`config.mk`:
```
export PLATFORM = sky130hd
export DESIGN_NAME = fetch_sequencer
export DESIGN_NICKNAME = d
export VERILOG_FILES = /design/src/rtl/fetch_pkg.sv /design/src/rtl/fetch_fifo.sv /design/src/rtl/fetch_sequencer.sv
export SDC_FILE = /design/constraint.sdc
export NUM_CORES = 1
export LEC_CHECK = 0
export CORE_UTILIZATION = 35
export DETAILED_ROUTE_END_ITERATION = 8
export GPL_TIMING_DRIVEN = 0
export PLACE_DENSITY = 0.55
export RECOVER_POWER = 25
export SETUP_SLACK_MARGIN = 0.1
export SLEW_MARGIN = 20
export SYNTH_ARGS = -nofsm -noshare
export SYNTH_HDL_FRONTEND = slang
export SYNTH_SLANG_ARGS = --single-unit
```
`constraint.sdc`:
```
create_clock -name clk -period 10.6 [get_ports clk]
set_input_delay 2.12 -clock clk [delete_from_list [all_inputs] [get_ports clk]]
set_output_delay 2.12 -clock clk [all_outputs]
set_load 0.1 [all_outputs]
```
`src/rtl/fetch_pkg.sv`:
```
// Shared types and constants for the instruction-fetch sequencer and its buffer.
package fetch_pkg;

    localparam int unsigned INST_W = 32;
    localparam int unsigned XLEN   = 64;

    typedef logic [1:0] fetch_state_t;
    localparam fetch_state_t ISSUE = 2'd0;
    localparam fetch_state_t WAIT  = 2'd1;
    localparam fetch_state_t DRAIN = 2'd2;

    typedef struct packed {
        logic [INST_W-1:0] inst;
        logic [XLEN-1:0]   pc;
    } fetch_entry_t;

    function automatic logic [XLEN-1:0] align_pc(input logic [XLEN-1:0] addr);
        return {addr[XLEN-1:2], 2'b00};
    endfunction

endpackage

```
`src/rtl/fetch_fifo.sv`:
```
// Circular instruction buffer; flush empties it immediately and beats push/pop.
module fetch_fifo #(
    parameter int unsigned DEPTH   = 4,
    parameter type         entry_t = logic [95:0]
) (
    input  logic                   clk,
    input  logic                   rst,
    input  logic                   push,
    input  entry_t                 push_data,
    input  logic                   pop,
    input  logic                   flush,
    output entry_t                 head,
    output logic                   full,
    output logic                   empty,
    output logic [$clog2(DEPTH):0] count
);

    localparam int unsigned PTR_W = $clog2(DEPTH);
    localparam int unsigned CNT_W = PTR_W + 1;

    entry_t             mem [DEPTH];
    logic [PTR_W-1:0]   rd_ptr;
    logic [PTR_W-1:0]   wr_ptr;
    logic [CNT_W-1:0]   cnt;

    always_ff @(posedge clk) begin
        if (rst || flush) begin
            rd_ptr <= '0;
            wr_ptr <= '0;
            cnt    <= '0;
        end else begin
            if (push) wr_ptr <= wr_ptr + 1'b1;
            if (pop)  rd_ptr <= rd_ptr + 1'b1;
            case ({push, pop})
                2'b10:   cnt <= cnt + 1'b1;
                2'b01:   cnt <= cnt - 1'b1;
                default: cnt <= cnt;
            endcase
        end
    end

    always_ff @(posedge clk) begin
        if (push && !flush && !rst) mem[wr_ptr] <= push_data;
    end

    always_comb begin
        head = '0;
        if (!empty) head = mem[rd_ptr];
    end

    assign full  = (cnt == CNT_W'(DEPTH));
    assign empty = (cnt == '0);
    assign count = cnt;

endmodule

```
`src/rtl/fetch_sequencer.sv`:
```
// Fetch initiator: owns the PC, keeps one request in flight and buffers returned words
// for decode. Redirects flush the buffer and drop any response already in flight.
module fetch_sequencer
    import fetch_pkg::*;
#(
    parameter logic [63:0] RESET_PC   = 64'h0000_0000_0000_0000,
    parameter int unsigned FIFO_DEPTH = 4,
    parameter int unsigned MEM_AW     = 10
) (
    input  logic        clk,
    input  logic        rst,
    output logic        fetch_req,
    output logic [63:0] fetch_addr,
    input  logic        fetch_done,
    input  logic [31:0] fetch_inst,
    input  logic        redirect_valid,
    input  logic [63:0] redirect_pc,
    output logic        inst_valid,
    input  logic        inst_ready,
    output logic [31:0] inst_data,
    output logic [63:0] inst_pc
);

    if (FIFO_DEPTH < 2 || (FIFO_DEPTH & (FIFO_DEPTH - 1)) != 0 || RESET_PC[1:0] != 2'b00
        || MEM_AW == 0 || MEM_AW > 62) begin : g_bad_param
        $error("fetch_sequencer: illegal parameter value");
    end

    fetch_state_t          state, state_next;
    logic [XLEN-1:0]       pc, pc_next;
    logic [XLEN-1:0]       req_pc, req_pc_next;
    logic [XLEN-1:0]       new_pc, issue_pc, addr_pc;
    logic                  req_int, push;
    logic                  pop;
    fetch_entry_t          head;
    logic                  fifo_full, fifo_empty;
    logic [$clog2(FIFO_DEPTH):0] fifo_count;

    assign new_pc   = align_pc(redirect_pc);
    // A request issued in the redirect cycle already targets the new PC.
    assign issue_pc = redirect_valid ? new_pc : pc;

    always_comb begin
        state_next  = state;
        pc_next     = pc;
        req_pc_next = req_pc;
        req_int     = 1'b0;
        push        = 1'b0;
        case (state)
            ISSUE: begin
                if (redirect_valid || !fifo_full) begin
                    req_int     = 1'b1;
                    req_pc_next = issue_pc;
                    state_next  = WAIT;
                end
            end
            WAIT: begin
                if (fetch_done) begin
                    push       = !redirect_valid;
                    pc_next    = req_pc + 64'd4;
                    state_next = ISSUE;
                end else if (redirect_valid) begin
                    state_next = DRAIN;
                end
            end
            DRAIN: begin
                if (fetch_done) state_next = ISSUE;
            end
            default: state_next = ISSUE;
        endcase
        if (redirect_valid) pc_next = new_pc;
    end

    always_ff @(posedge clk) begin
        if (rst) begin
            state  <= ISSUE;
            pc     <= RESET_PC;
            req_pc <= RESET_PC;
        end else begin
            state  <= state_next;
            pc     <= pc_next;
            req_pc <= req_pc_next;
        end
    end

    always_comb begin
        addr_pc = req_pc;
        if (rst) addr_pc = RESET_PC;
        else if (state == ISSUE) addr_pc = issue_pc;
    end

    assign fetch_req  = req_int && !rst;
    assign fetch_addr = {2'b00, addr_pc[XLEN-1:2]};

    assign inst_valid = (fifo_count != '0) && !rst;
    assign inst_data  = (fifo_empty || rst) ? '0 : head.inst;
    assign inst_pc    = (fifo_empty || rst) ? '0 : head.pc;
    assign pop        = inst_valid && inst_ready && !redirect_valid;

    fetch_fifo #(
        .DEPTH   (FIFO_DEPTH),
        .entry_t (fetch_entry_t)
    ) u_fifo (
        .clk       (clk),
        .rst       (rst),
        .push      (push),
        .push_data ('{inst: fetch_inst, pc: req_pc}),
        .pop       (pop),
        .flush     (redirect_valid),
        .head      (head),
        .full      (fifo_full),
        .empty     (fifo_empty),
        .count     (fifo_count)
    );

endmodule

```
==> results.cfg <==
[critical_path]
worstPathArrival_ns = 6.21
critPathKind = in -> out
cp-startpoint = redirect_valid
r2r_start = state[0]
cp-start-kind = input pin
worstPathMaxFanout = 10
endpoint_kind = primary output
cp.required_ns = 8.48

[min_path]
min_from = pc[0]
hp-class = reg -> reg

[floorplanning]
chipHeight_um = 255
ioPinCount = 263
fp-row-count = 92
core-area_sq_um = 63200
die-area_sq_um = 65200
start_util = 0.355
die_x_um = 255

[drt]
wire_per_inst_um = 23.9
drtIter0Drc = 1296
wirelength_um = 67500
drc_errors = 0
dr_total_vias = 15000
vias_per_cell = 5.33
dr.pass1.iters = 5
antenna_left = 0

[clock_network]
cts_made_buffers = 57
cts.clk_slew.worst_paths_ns = 0.06
cts_root_buffer = clkbuf_16
clk_path_buf_depth = 3
hold_buffers = 0
clkLatencyLatePin_ns = 0.61
post_cts_resized = 0
cts_tree = done
clock-sinks = 523
cts_max_level = 2
cts_setup_buffers = 0

[power_and_ir_drop]
p_leak_nw = 9.06
p_total_w = 0.00487
powerDensity_nw_per_um2 = 173
vdd_ir_drop_max_v = 0.000135

[timing]
rsz0062_at_grt = false
layout_setup_ws_ns = 2.27
tns_ns = 0
hold_viol_final = 0
fin_crit_sh = 0.785
worstMarginPinSlew_ns = 1.12
setup-violations-final = 0
clock-skew-final_ns = 0.0273
slew_headroom = 0.252
fmax_ghz = 0.120
period_needed_ns = 8.33
slew_viol_final = 0

[yosys]
yosysWarnings = 0
synth_area_sq_um = 22400
syn_area_per_cell_sq_um = 14.0
synth_top_area_frac = 0.514
synthSimpleGateAreaFrac = 0.102
synth_xor_area_frac = 0.0230
synthCells = 1599
synth_top_area_cell = edfxtp_1
synth_edf_count = 384
synth_fa_ha_area_frac = 0.00424
synth_compound_area_frac = 0.0815
ys_ff_latch = 523
ys.flop_type = edfxtp_1
netlist_top_cells_area = edfxtp_1 51%, dfxtp_1 12%, mux4_2 9.6%
synth_top_family_by_area = multiplexers
ys_types = 58
ys_seq_area_frac = 0.638
synth_mux_area_frac = 0.125
async_reset_ff_frac = 0

[layout]
area_delta_synth_final_pct = 25.3
most-common-layout-cells = 384 x edfxtp_1, 255 x clkdlybuf4s50_1, 188 x nor2_1
final_common_cell = edfxtp_1
fillers = 5681
drive_gt1_frac = 0.113
nets = 2036

[grt]
antenna_found_initial = 2
track_usage = 0.206
grt_pass1_wl_um = 98400
grt_pass1_vias = 14800
grt_max_degree = 38
grt.overflow.total = 0

[flow_run]
drv_cap = 0

[status]
status = finished, final reports clean

[placed_design]
hpwl_um = 47400
place_ws_ns = 2.39
port_buffers = 258
place.gp.congestion = 0.890
[synth_stat cells (all sizes together), types with 3 or more instances]
cell type	n
edfxtp	384
nor2	189
dfxtp	139
a211oi	134
and2	101
clkbuf	100
mux4	96
mux2i	62
nand2	46
a22oi	37
o22ai	36
xnor2	36
buf	33
a21oi	28
nand3	24
xor2	23
nand4	21
nor3	16
inv	14
nor4	14
and3	10
o21ai	7
ha	6
a211o	4
a222oi	4
and4	4
nor2b	3
nor4b	3
or2	3
[report_power, final]
| group | internal, W | leakage [nW] | switching [W] |
|---|---|---|---|
| combinational | 0.000179 | 3.57 | 0.000448 |
| sequential | 0.00226 | 4.64 | 0.0000782 |
| clock | 0.00110 | 0.849 | 0.000794 |
| total | 0.00355 | 9.06 | 0.00132 |
[sequential cells by signal (all words and copies together), names as in the netlist, named ones only]
signal         flops
pc                64
u_fifo.count       3
u_fifo.wr_ptr      2
state              2
u_fifo.rd_ptr      2
req_pc            64
u_fifo.mem       384
[worst paths after layout]
kind / endpoint / slack, ns / depth (start not counted)
setup / recovery: fetch_addr[32] / 2.27 / 6
hold / removal: pc[0] / 0.46 / 2
setup reg to reg: u_fifo.mem[1][9] / 7.20 / 6
hold reg to reg: pc[0] / 0.46 / 2
[critical path, cell delays in order]
cell and delay (ns):
clkdlybuf4s50_1 0.62, clkbuf_1 0.59, clkbuf_1 0.70, mux2i_1 0.22
a211oi_1 0.67, clkdlybuf4s50_1 1.27
[stage by stage]
stage | std cells | util | area, sq um | hold slack (ns)
floorplan | 1600 | - | 22500 | 0.437
global placement | 2704 | 0.413 | 26100 | 0.445
detailed placement | 2715 | 0.417 | 26400 | 0.455
CTS | 2817 | 0.445 | 28100 | 0.463
global route | 2817 | 0.445 | 28100 | 0.483
finish | 2819 | 0.445 | 28100 | 0.461
[routing by layer]
| metal | global-route usage | wire length, um |
|---|---|---|
| met1 | 0.284 | 29300 |
| met2 | 0.330 | 32000 |
| met3 | 0.0476 | 5110 |
| met4 | 0.0460 | 1100 |
| met5 | 0 | 18 |
[kinds of logic after synthesis]
logic type | after synthesis
buffers and inverters | 147
and+or+nand+nor | 443
DFF | 523
AOI/OAI and AO/OA | 259
xor gates and xnor gates | 59
muxes | 160
adders and majority gates | 7
other | 1
[cell type report]
type | instances | area (sq um) | share of cell area
Clock buffer | 78 | 1540 | 0.0546
Clock inverter | 24 | 226 | 0.00805
Sequential cell | 523 | 14300 | 0.509
Multi-Input combinational cell | 930 | 7560 | 0.269
Antenna cell | 2 | 5.00 | 0.000178
Tap cell | 846 | 1060 | 0.0376
Inverter | 14 | 52.6 | 0.00187
Timing Repair Buffer | 269 | 2830 | 0.100
Buffer | 133 | 552 | 0.0196
(Power assumes the default switching activity.)
